[config.mk]
export PLATFORM = sky130hd
export DESIGN_NAME = complex_vec_result_writer
export DESIGN_NICKNAME = d
export VERILOG_FILES = /design/src/rtl/complex_vec_result_writer_pkg.sv /design/src/rtl/complex_vec_result_writer_valid_delay_line.sv /design/src/rtl/complex_vec_result_writer.sv
export SDC_FILE = /design/constraint.sdc
export NUM_CORES = 1
export LEC_CHECK = 0
export ABC_AREA = 1
export CAP_MARGIN = 20
export CORE_AREA = 2 2 413 415
export CTS_BUF_LIST = sky130_fd_sc_hd__clkbuf_8
export CTS_CLUSTER_DIAMETER = 30
export DETAILED_ROUTE_END_ITERATION = 10
export DIE_AREA = 0 0 415 417
export PLACE_DENSITY = 0.33
export SETUP_SLACK_MARGIN = 0.05
export SYNTH_ARGS = -nofsm -noshare
export SYNTH_HDL_FRONTEND = slang
export SYNTH_HIERARCHICAL = 1
export SYNTH_SLANG_ARGS = --single-unit
export TNS_END_PERCENT = 10
[constraint.sdc]
create_clock -name clk -period 1.9 [get_ports clk]
set_clock_uncertainty 0.1 [all_clocks]
set_input_delay 0.38 -clock clk [delete_from_list [all_inputs] [get_ports clk]]
set_output_delay 0.38 -clock clk [all_outputs]
set_load 0.02 [all_outputs]
[src/rtl/complex_vec_result_writer_pkg.sv]
// Shared constants, FSM encoding and sizing helpers for complex_vec_result_writer.
package complex_vec_result_writer_pkg;

  localparam int unsigned ELEMENT_WIDTH = 64;
  localparam int unsigned NI            = 8;

  typedef enum logic [1:0] {
    IDLE = 2'd0,
    RUN  = 2'd1,
    DONE = 2'd2
  } state_t;

  function automatic int unsigned ceil_div(input int unsigned a, input int unsigned b);
    return (a + b - 1) / b;
  endfunction

  // Lane j maps to mask bit ni-1-j, so the valid lanes of the final beat sit at the top.
  function automatic logic [63:0] last_lane_mask(input int unsigned noe, input int unsigned ni);
    int unsigned lanes;
    logic [63:0] m;
    lanes = noe - (ceil_div(noe, ni) - 1) * ni;
    m = '0;
    for (int unsigned i = 0; i < lanes; i++) begin
      m = m | (64'd1 << (ni - 1 - i));
    end
    return m;
  endfunction

endpackage

[src/rtl/complex_vec_result_writer_valid_delay_line.sv]
// LATENCY-deep 1-bit shift register tracking issued beats through the datapath.
module valid_delay_line
  import complex_vec_result_writer_pkg::*;
#(
  parameter int unsigned LATENCY = 12
) (
  input  logic clk,
  input  logic clear,
  input  logic din,
  output logic dout
);

  logic [LATENCY-1:0] pipe;

  always_ff @(posedge clk) begin
    if (clear) begin
      pipe <= '0;
    end else begin
      pipe <= (pipe << 1) | LATENCY'(din);
    end
  end

  assign dout = pipe[LATENCY-1];

endmodule

[src/rtl/complex_vec_result_writer.sv]
// Realigns issued beats with the datapath result bus and writes them to vector RAM.
// Optional macro COMPLEX_WR_ZERO_PAD_EN: zero padding lanes of the last beat and write all lanes.
module complex_vec_result_writer #(
  parameter int unsigned NOE           = 19,
  parameter int unsigned NI            = complex_vec_result_writer_pkg::NI,
  parameter int unsigned ELEMENT_WIDTH = complex_vec_result_writer_pkg::ELEMENT_WIDTH,
  parameter int unsigned LATENCY       = 12,
  parameter int unsigned ADDR_W        = 8
) (
  input  logic                        clk,
  input  logic                        reset,
  input  logic                        start,
  input  logic [ADDR_W-1:0]           base_addr,
  input  logic                        in_valid,
  input  logic [ELEMENT_WIDTH*NI-1:0] result_in,
  output logic                        wr_en,
  output logic [ADDR_W-1:0]           wr_addr,
  output logic [ELEMENT_WIDTH*NI-1:0] wr_data,
  output logic [NI-1:0]               wr_lane_mask,
  output logic                        busy,
  output logic                        finish,
  output logic                        overrun
);
  import complex_vec_result_writer_pkg::*;

  localparam int unsigned       BEATS     = ceil_div(NOE, NI);
  localparam int unsigned       CNT_W     = $clog2(BEATS + 1);
  localparam logic [NI-1:0]     LAST_MASK = NI'(last_lane_mask(NOE, NI));
  localparam logic [CNT_W-1:0]  BEATS_C   = CNT_W'(BEATS);
  localparam logic [CNT_W-1:0]  LAST_IDX  = CNT_W'(BEATS - 1);

  state_t                      state, state_next;
  logic [CNT_W-1:0]            issue_cnt, wr_cnt;
  logic [ADDR_W-1:0]           base_q;
  logic                        accept, issue, tail, last_write;
  logic [NI-1:0]               lane_mask, mask_out;
  logic [ELEMENT_WIDTH*NI-1:0] data_out;

  assign accept     = start && (state != RUN);
  // Counters are cleared on accept, so a beat on the accept cycle is always in range.
  assign issue      = in_valid && (accept || ((state == RUN) && (issue_cnt < BEATS_C)));
  assign last_write = (state == RUN) && wr_en && (wr_cnt == BEATS_C);
  assign busy       = (state == RUN);

  valid_delay_line #(
    .LATENCY(LATENCY)
  ) u_delay (
    .clk  (clk),
    .clear(reset),
    .din  (issue),
    .dout (tail)
  );

  always_comb begin
    state_next = state;
    case (state)
      IDLE, DONE: if (start) state_next = RUN;
      RUN:        if (last_write) state_next = DONE;
      default:    state_next = IDLE;
    endcase
  end

  always_ff @(posedge clk) begin
    if (reset) state <= IDLE;
    else       state <= state_next;
  end

  always_ff @(posedge clk) begin
    if (reset) begin
      issue_cnt <= '0;
      wr_cnt    <= '0;
      base_q    <= '0;
      finish    <= 1'b0;
      overrun   <= 1'b0;
    end else begin
      if (accept) begin
        issue_cnt <= issue ? CNT_W'(1) : '0;
        wr_cnt    <= '0;
        base_q    <= base_addr;
        finish    <= 1'b0;
      end else begin
        if (issue)      issue_cnt <= issue_cnt + 1'b1;
        if (tail)       wr_cnt    <= wr_cnt + 1'b1;
        if (last_write) finish    <= 1'b1;
      end
      if (in_valid && !issue) overrun <= 1'b1;
    end
  end

  assign lane_mask = (wr_cnt == LAST_IDX) ? LAST_MASK : '1;

  always_comb begin
    data_out = result_in;
    mask_out = lane_mask;
`ifdef COMPLEX_WR_ZERO_PAD_EN
    for (int unsigned k = 0; k < NI; k++) begin
      if (!lane_mask[k]) data_out[k*ELEMENT_WIDTH +: ELEMENT_WIDTH] = '0;
    end
    mask_out = '1;
`endif
  end

  always_ff @(posedge clk) begin
    if (reset) begin
      wr_en        <= 1'b0;
      wr_addr      <= '0;
      wr_data      <= '0;
      wr_lane_mask <= '0;
    end else begin
      wr_en <= tail;
      if (tail) begin
        wr_addr      <= base_q + ADDR_W'(wr_cnt);
        wr_data      <= data_out;
        wr_lane_mask <= mask_out;
      end
    end
  end

endmodule

==> impl_metrics.json, run 1 <==
{
  "r2r_start": "u_delay/pipe[11]",
  "fmax_mhz": 506,
  "setup-tns-final_ns": -0.675,
  "grt_first_pass_wirelength_um": 173000,
  "violations": "negative setup slack",
  "pwr_density_cell_nw_per_um2": 849,
  "wirelength_um": 124000,
  "syn-cell-area_um2": 19400,
  "place_ws_ns": -0.214,
  "final_hold_viol_count": 0,
  "routedWlPerCell_um": 19.1,
  "viasPerCell": 3.52,
  "gp_congestion": 0.821,
  "seqPwrFrac_pct": 32.8,
  "ys_top_cells_by_area": "dfxtp_1, nor2_1, o21ai_0",
  "fp.dieH_um": 417,
  "fp.dieArea_um2": 173000,
  "total_power_mw": 35.5,
  "r2r_slack_ns": 0.18,
  "vias": 22900,
  "setup_ws_ns": -0.0751,
  "p_leak_nw": 18.9,
  "grt_overflow": 0,
  "period_share_pct": 104,
  "p_sw_mw": 8.57,
  "synth_nets": 2957,
  "outcome": "finished, violations left",
  "start_util_pct": 11.5,
  "drtIter0Drc": 961,
  "synth_seq_cells": 551,
  "clock_latency_ns": 0.90,
  "grt_use_total_pct": 13.8,
  "max_slew_margin_pct": 46.8,
  "crit_fanout": 2,
  "portBuffers": 1055,
  "synth.avg_cell_area_um2": 7.98,
  "critPathMaxStageDelay_ns": 0.32,
  "cts_tree": "done",
  "cts-root-buf": "clkbuf_8",
  "path_class": "flip-flop to output port",
  "core_area_um2": 169000,
  "die_x_um": 415,
  "r2r_cells": 4,
  "synth_top_area_cell": "dfxtp_1",
  "start_kind": "flip-flop",
  "min_to": "wr_data[490]",
  "instances_no_fill": 6503,
  "setup_viol": 54,
  "num_rows": 151,
  "critPathRequiredTime_ns": 1.42,
  "cts.clk_slew.worst_paths_ns": 0.05,
  "grt_max_degree": 153,
  "cp-end-kind": "output port",
  "pwr-share-comb_pct": 7.2,
  "boundaryPins": 1056,
  "clockBufferDepth": 3,
  "synth_top_area_share_pct": 56.9,
  "rsz0062_at_grt": "true",
  "firstDrtPassIters": 5,
  "worstPathArrival_ns": 1.50,
  "swShare_pct": 24.2,
  "p_clk_share_pct": 60.1,
  "crit_chain": "clkdlybuf4s15_2",
  "hold_depth": 3,
  "grt_pass1_vias": 23800,
  "nets": 4642,
  "hp-class": "input pin to flip-flop",
  "synthCells": 2427,
  "tightest_slew_ns": 0.799,
  "critPathTopFamily": "flip-flops",
  "cts_num_sinks": 551,
  "crit_buf_inv": 1,
  "vdd_ir_drop_max_uv": 644,
  "area_growth_pct": 115,
  "h-tree-depth": 4,
  "cap_violations": 0,
  "ys_types": 23,
  "hpwl_um": 93700,
  "p_int_mw": 26.9,
  "slew_violations": 0,
  "period_needed_ns": 1.98,
  "hold_start": "result_in[490]",
  "drive_gt1_share_pct": 29.0,
  "antenna_found_initial": 29,
  "cts_made_buffers": 197,
  "cpMaxStageDelayCell": "dfxtp_1",
  "ys_seq_area_share_pct": 56.9,
  "r2r_end": "wr_data[460]",
  "placed_cells": 5606,
  "synth_warnings": 6,
  "drc": 0,
  "ant_nets": 0
}
[metrics by stage]
step	hold WS (ns)	instance area (um^2)	utilization, %
3_3_place_gp	0.290	32500	19.3
5_1_grt	0.0715	41700	24.8
3_5_place_dp	0.291	32500	19.3
6_report	0.115	41800	24.8
4_1_cts	0.00330	41400	24.6
2_1_floorplan	0.288	19400	-
[area by class of cell]
cell class                      instances  area (um^2)
Sequential cell                       551        11400
Clock inverter                        104          913
Tap cell                             2218         2780
Antenna cell                           14         35.0
Fill cell                           18600       127000
Multi-Input combinational cell       1659         7000
Timing Repair Buffer                 1669        15900
Clock buffer                          254         3500
Inverter                               34          166
[registers in the layout (all words and copies together) (netlist names)]
signal / cells
issue_cnt: 2
wr_lane_mask: 2
wr_addr: 8
wr_data: 512
wr_en: 1
finish: 1
base_q: 8
state: 2
overrun: 1
u_delay/pipe: 12
wr_cnt: 2
[cells in the final DEF (no fill, tap or decap), types with 2 or more instances in the layout]
master,instances
dlygate4sd3_1,516
nand3_1,10
diode_2,14
o21ai_1,24
inv_6,2
dfxtp_1,264
buf_6,286
a31oi_1,2
o21ai_0,502
a21oi_1,9
dfxtp_2,269
inv_1,71
clkbuf_2,10
nor2_1,1069
buf_8,3
clkinv_2,38
clkinv_16,2
buf_2,228
inv_16,4
nand2_1,31
clkbuf_8,254
bufinv_16,11
buf_12,24
ha_1,5
buf_4,78
clkdlybuf4s50_1,523
inv_12,3
dfxtp_4,18
clkinv_8,3
inv_8,3
[how the worst max path moves through the flow]
stage / startpoint / end / slack [ns] / cells after the start
floorplan: wr_cnt[0] / wr_addr[2] / 0.43 / 5
global placement: reset / wr_data[15] / -0.20 / 6
detailed placement: reset / wr_data[171] / -0.21 / 6
CTS: state[0] / busy / -0.28 / 3
global route: state[0] / busy / -0.22 / 3
finish: wr_data[351] / wr_data[351] / -0.08 / 1
[timing repair]
item,CTS,global route
buffers inserted,3,6
setup endpoints to repair,532,568
resized for setup,2310,979
pin swaps,1,1
hold buffers,516,0
cloned,0,0
endpoints found under the hold margin,520,0
[cell families (layout without fill, tap and decap cells)]
family	Yosys count	in the layout	synth area share [%]
and+or+nand+nor	1113	1113	21.7
buffers and inverters	217	2061	6.99
DFF	551	551	56.9
xor gates and xnor gates	1	1	0.0452
adders and majority gates	6	6	0.426
AOI/OAI and AO/OA	539	539	14.0
other	0	14	0
[cell usage after synthesis]
library cell and n:
buf_6 53, inv_6 1, xor2_1 1, buf_8 1, nor2_1 1070, nand3_1 10
o21bai_1 1, inv_4 1, dfxtp_1 551, inv_1 32, o21ai_1 24, ha_1 5
nand2_1 31, o21ai_0 502, buf_2 27, clkbuf_1 78, buf_4 24, o22ai_1 1
nand4_1 1, fa_1 1, or2_1 1, a31oi_1 2, a21oi_1 9
[worst reg2reg max path, cell delays in order, from the launching register on]
cell and delay (ns):
dfxtp_4 0.46, buf_4 0.25, buf_4 0.49, o21ai_0 0.22, nor2_1 0.11
[routing by layer]
metal / wire, um / vias to the layer above / track usage (%)
met4: 3340 / 2 / 5.31
li1: - / 11200 / -
met1: 51100 / 10600 / 15.9
met2: 60400 / 807 / 23.3
met5: 7 / - / 0
met3: 9140 / 219 / 5.02
[power by group through the flow]
stage                     clock [mW]  sequential [mW]  combinational (mW)
final                           21.3             11.6                2.55
after global routing            22.7             11.6                2.71
after CTS                       22.0             11.6                2.61
after detailed placement           0             11.8                1.59
after global placement             0             11.8                1.59
after floorplan                    0             11.9               0.226
(Power assumes the default switching activity.)
==> run 2, diff against run 1 <==
--- a/config.mk
+++ b/config.mk
@@ -12,6 +12,7 @@
 export CTS_CLUSTER_DIAMETER = 30
 export DETAILED_ROUTE_END_ITERATION = 10
 export DIE_AREA = 0 0 415 417
+export GPL_ROUTABILITY_DRIVEN = 0
 export PLACE_DENSITY = 0.33
 export SETUP_SLACK_MARGIN = 0.05
 export SYNTH_ARGS = -nofsm -noshare
==> constraint.sdc (replaced) <==
create_clock -name clk -period 1.9 [get_ports clk]
set_clock_uncertainty 0.1 [all_clocks]
set_input_delay 0.38 -clock clk [delete_from_list [all_inputs] [get_ports clk]]
set_output_delay 0.38 -clock clk [all_outputs]
set_load 0.05 [all_outputs]
==> impl_metrics.json, run 2 (same netlist as run 1, synthesis figures left out) <==
{
  "outcome": "finished, violations left",
  "violations": "negative setup slack",
  "die_x_um": 415,
  "hp-class": "input pin to flip-flop",
  "cts_made_buffers": 198,
  "layout_commonest_cell": "nor2_1",
  "vias": 23000,
  "nets": 4611,
  "r2r_start": "u_delay/pipe[11]",
  "largestRegisters": "wr_data x512, u_delay/pipe x12",
  "r2r_cells": 4,
  "boundaryPins": 1056,
  "portBuffers": 1055,
  "num_rows": 151,
  "seqPwrFrac_pct": 34.0,
  "hold_start": "result_in[509]",
  "cts.clk_slew.worst_paths_ns": 0.04,
  "setup_ws_ns": -0.107,
  "wl_met3_um": 9080,
  "p_sw_mw": 8.54,
  "fp.dieArea_um2": 173000,
  "cap_violations": 0,
  "crit_fanout": 3,
  "critPathMaxStageDelay_ns": 0.33,
  "total_power_mw": 34.0,
  "p_clk_share_pct": 58.5,
  "grt_pass1_vias": 23700,
  "fmax_mhz": 498,
  "vdd_ir_drop_max_uv": 630,
  "core_area_um2": 169000,
  "dr_wl_met2_um": 61100,
  "viasPerCell": 3.55,
  "grt_max_degree": 153,
  "ant_nets": 0,
  "clock_latency_ns": 0.90,
  "cts_tree": "done",
  "wirelength_um": 124000,
  "critPathRequiredTime_ns": 1.42,
  "grt_first_pass_wirelength_um": 172000,
  "p_leak_nw": 19.5,
  "h-tree-depth": 4,
  "cp-end-kind": "output port",
  "drt-met1-wl_um": 50100,
  "regMostFlops": "wr_data",
  "layout_common_cells": "nor2_1, clkdlybuf4s50_1, o21ai_0",
  "drtIter0Drc": 958,
  "max_slew_margin_pct": 51.7,
  "largest_reg_flops": 512,
  "grt_overflow": 0,
  "rsz0062_at_grt": "true",
  "cts_num_sinks": 551,
  "r2r_slack_ns": 0.18,
  "setup_viol": 76,
  "hold_depth": 3,
  "final_hold_viol_count": 0,
  "slew_violations": 0,
  "fp.dieH_um": 417,
  "cpMaxStageDelayCell": "dfxtp_2",
  "start_util_pct": 11.5,
  "period_share_pct": 106,
  "worstPathArrival_ns": 1.53,
  "routedWlPerCell_um": 19.1,
  "highest_layer": "met4",
  "fin_util_pct": 26.7,
  "crit_chain": "nor2_4 -> buf_12",
  "critPathTopFamily": "flip-flops",
  "path_class": "flip-flop to output port",
  "swShare_pct": 25.1,
  "pwr-share-comb_pct": 7.4,
  "drc": 0,
  "tightest_slew_ns": 0.725,
  "setup-tns-final_ns": -1.85,
  "period_needed_ns": 2.01,
  "min_to": "wr_data[509]",
  "antenna_found_initial": 21,
  "firstDrtPassIters": 5,
  "r2r_end": "wr_data[105]",
  "start_kind": "flip-flop",
  "pwr_density_cell_nw_per_um2": 755,
  "area_growth_pct": 133,
  "cts-root-buf": "clkbuf_8",
  "grt_use_total_pct": 13.7,
  "place_ws_ns": -0.126,
  "p_int_mw": 25.5,
  "hpwl_um": 93400,
  "crit_buf_inv": 1,
  "drive_gt1_share_pct": 33.6,
  "clockBufferDepth": 3
}
run 2: cell count changes in the layout (fill, tap and decap cells not counted), sizes merged, moves of 5 or more:
cell         previous run  this run
inv                    84       104
dlygate4sd3           516       500
clkbuf                264       251
bufinv                 11         2
buf                   619       614
diode                  14         9
run 2: area by class of cell:
class                           instances  area [um^2]
Tap cell                             2218         2780
Fill cell                           18200       123000
Multi-Input combinational cell       1659         7000
Sequential cell                       551        11800
Timing Repair Buffer                 1637        19200
Inverter                               34          166
Clock buffer                          251         3450
Clock inverter                        116          721
Antenna cell                            9         22.5
run 2: through the flow:
stage,instances,hold slack [ns],area (um^2)
5_1_grt,6472,0.0286,45100
6_report,6475,0.137,45100
4_1_cts,6465,0.0000143,43000
3_3_place_gp,5596,0.289,31200
3_5_place_dp,5596,0.295,31200
2_1_floorplan,2427,0.288,19400
run 2: power by group through the flow:
| stage | clock [mW] | sequential, mW | combinational (mW) |
|---|---|---|---|
| 3_5_place_dp | 0 | 11.8 | 1.60 |
| 5_1_grt | 21.4 | 11.6 | 2.68 |
| 3_3_place_gp | 0 | 11.8 | 1.60 |
| 2_1_floorplan | 0 | 11.9 | 0.231 |
| 4_1_cts | 20.6 | 11.6 | 2.57 |
| 6_report | 19.9 | 11.6 | 2.52 |
run 2: repair_timing:
action                                 in CTS  in global routing
setup buffers                               2                  1
endpoints found under the hold margin     501                  0
resized for setup                         886                685
hold buffers                              500                  0
setup endpoints to repair                 532                532
pin swaps                                   1                  1
run 2: worst max path at each step:
| stage | from | endpoint | slack (ns) | depth (start not counted) |
|---|---|---|---|---|
| floorplan | state[0] | issue_cnt[0] | 0.17 | 7 |
| global placement | reset | wr_data[327] | -0.11 | 6 |
| detailed placement | reset | wr_data[327] | -0.13 | 6 |
| CTS | state[0] | busy | -0.29 | 3 |
| global route | state[1] | busy | -0.28 | 2 |
| finish | state[1] | busy | -0.11 | 2 |
run 2: routing by layer:
metal / vias to the layer above / track usage (%)
met1: 10800 / 15.6
met3: 222 / 5.13
li1: 11200 / -
met4: 0 / 5.00
met2: 780 / 23.3
met5: - / 0
run 2: worst min-delay path, stage by stage:
cell	delay [ns]
clkdlybuf4s50_1	0.48
nor2_1	0.15
nor2_1	0.06
==> run 3, diff against run 2 <==
--- a/config.mk
+++ b/config.mk
@@ -13,6 +13,7 @@
 export DETAILED_ROUTE_END_ITERATION = 10
 export DIE_AREA = 0 0 415 417
 export GPL_ROUTABILITY_DRIVEN = 0
+export GPL_TIMING_DRIVEN = 0
 export PLACE_DENSITY = 0.33
 export SETUP_SLACK_MARGIN = 0.05
 export SYNTH_ARGS = -nofsm -noshare
==> impl_metrics.json, run 3 (same netlist as run 1, synthesis figures left out) <==
{
  "firstDrtPassIters": 5,
  "critPathLaunch": "u_delay/pipe[11]",
  "crit_fanout": 10,
  "drc": 0,
  "p_leak_nw": 19.4,
  "n_fill_cell": 18500,
  "crit_path_frequent_cell": "buf_6",
  "crit_end": "wr_data[165]",
  "cts_tree": "done",
  "nets": 4748,
  "instances_no_fill": 6618,
  "boundaryPins": 1056,
  "routedWlPerCell_um": 21.1,
  "clock_latency_ns": 0.93,
  "vdd_ir_drop_max_uv": 716,
  "critPathRequiredTime_ns": 2.60,
  "h-tree-depth": 4,
  "grt_first_pass_wirelength_um": 189000,
  "clockBufferDepth": 3,
  "cts-root-buf": "clkbuf_8",
  "place_ws_ns": -0.962,
  "slew_violations": 0,
  "start_kind": "flip-flop",
  "ant_nets": 0,
  "final_hold_viol_count": 0,
  "vias": 23600,
  "placed_cells": 5700,
  "period_share_pct": 110,
  "cp-end-kind": "flip-flop",
  "largest_reg_flops": 512,
  "crit_buf_inv": 5,
  "viasPerCell": 3.56,
  "tightest_slew_ns": 0.751,
  "fp.dieArea_um2": 173000,
  "die_x_um": 415,
  "seqPwrFrac_pct": 32.9,
  "core_area_um2": 169000,
  "start_util_pct": 11.5,
  "critPathTopFamily": "buffers and inverters",
  "p_clk_share_pct": 59.8,
  "hp-class": "input pin to flip-flop",
  "drtIter0Drc": 1115,
  "period_needed_ns": 2.08,
  "crit_chain": "buf_6 -> buf_8 -> inv_6 -> buf_6 -> buf_6 -> nor2_1 -> nor2_1",
  "total_power_mw": 35.2,
  "p_sw_mw": 8.69,
  "cp_num_cells": 7,
  "num_rows": 151,
  "r2r_start": "u_delay/pipe[11]",
  "layout_common_cells": "nor2_1, dlygate4sd3_1, clkdlybuf4s50_1",
  "p_int_mw": 26.5,
  "layout_commonest_cell": "nor2_1",
  "max_slew_margin_pct": 49.9,
  "fin_util_pct": 25.9,
  "grt_max_degree": 17,
  "multi_input_area_um2": 7000,
  "grt_overflow": 0,
  "largestRegisters": "wr_data x512, u_delay/pipe x12",
  "critPathMaxStageDelay_ns": 0.48,
  "pwr-share-comb_pct": 7.3,
  "antenna_found_initial": 40,
  "hold_depth": 3,
  "violations": "negative setup slack",
  "pwr_density_cell_nw_per_um2": 807,
  "hpwl_um": 110000,
  "fp.dieH_um": 417,
  "grt_pass1_vias": 24600,
  "fmax_mhz": 480,
  "r2r_slack_ns": -0.18,
  "portBuffers": 1055,
  "cts_num_sinks": 551,
  "cts_made_buffers": 202,
  "outcome": "finished, violations left",
  "worstPathArrival_ns": 2.78,
  "setup_ws_ns": -0.185,
  "r2r_end": "wr_data[165]",
  "regMostFlops": "wr_data",
  "cpMaxStageDelayCell": "nor2_1",
  "cap_violations": 0,
  "drive_gt1_share_pct": 28.6,
  "seqCellArea_um2": 11500,
  "setup_viol": 446,
  "area_growth_pct": 125,
  "rsz0062_at_grt": "true",
  "cts.clk_slew.worst_paths_ns": 0.05,
  "r2r_cells": 7,
  "swShare_pct": 24.7,
  "path_class": "flip-flop to flip-flop",
  "grt_use_total_pct": 15.6,
  "wirelength_um": 139000
}
run 3: changes by cell type in the layout (fill, tap and decap cells not counted), sizes merged:
cell	change
clkbuf	+88
buf	+32
dlygate4sd3	+23
clkinv	-12
bufinv	+5
inv	+4
diode	+3
run 3: worst min-delay path by stage:
stage,slack (ns),startpoint,endpoint
2_1_floorplan,0.29,u_delay/pipe[9],u_delay/pipe[10]
3_3_place_gp,0.30,u_delay/pipe[5],u_delay/pipe[6]
3_5_place_dp,0.29,u_delay/pipe[5],u_delay/pipe[6]
4_1_cts,0.0003,result_in[6],wr_data[6]
5_1_grt,-0.005,result_in[6],wr_data[6]
6_report,0.10,result_in[6],wr_data[6]
run 3: layout make-up:
type / count / share of cell area [%]
antenna: 12 / 0.0689
multi-input combinational: 1659 / 16.0
timing repair buffer: 1587 / 38.0
inverter: 34 / 0.310
buffer: 183 / 2.84
clock buffer: 261 / 8.24
clock inverter: 113 / 1.78
tap: 2218 / 6.36
sequential: 551 / 26.3
run 3: through the flow:
stage | setup TNS (ns) | hold WS, ns | area [um^2]
finish | -26.52 | 0.102 | 43600
detailed placement | -313.16 | 0.292 | 32700
floorplan | 0 | 0.288 | 19400
global route | -120.99 | -0.00539 | 43600
global placement | -328.18 | 0.297 | 32700
CTS | -147.01 | 0.000255 | 41300
run 3: repair_timing:
item / 4_1_cts / 5_1_grt
hold buffers: 523 / 0
endpoints found under the setup margin: 644 / 740
setup buffers: 4 / 5
pin swaps: 1 / 1
gates resized for setup: 3196 / 976
hold endpoints to repair: 523 / 0
run 3: metal layers:
layer | wire length (um) | track usage, %
met1 | 53300 | 16.8
met2 | 68600 | 26.9
met3 | 12700 | 6.72
met4 | 4710 | 6.25
met5 | 35 | 0
run 3: power groups by stage:
stage                     clock (mW)  combinational (mW)  sequential (mW)
final                           21.0                2.58             11.6
after floorplan                    0               0.231             11.9
after detailed placement           0                1.59             11.9
after global routing            22.5                2.74             11.6
after global placement             0                1.60             11.9
after CTS                       21.8                2.64             11.6
run 3: tightest hold or removal path: stages:
cell             delay, ns
clkdlybuf4s50_1       0.49
nor2_1                0.16
nor2_1                0.05
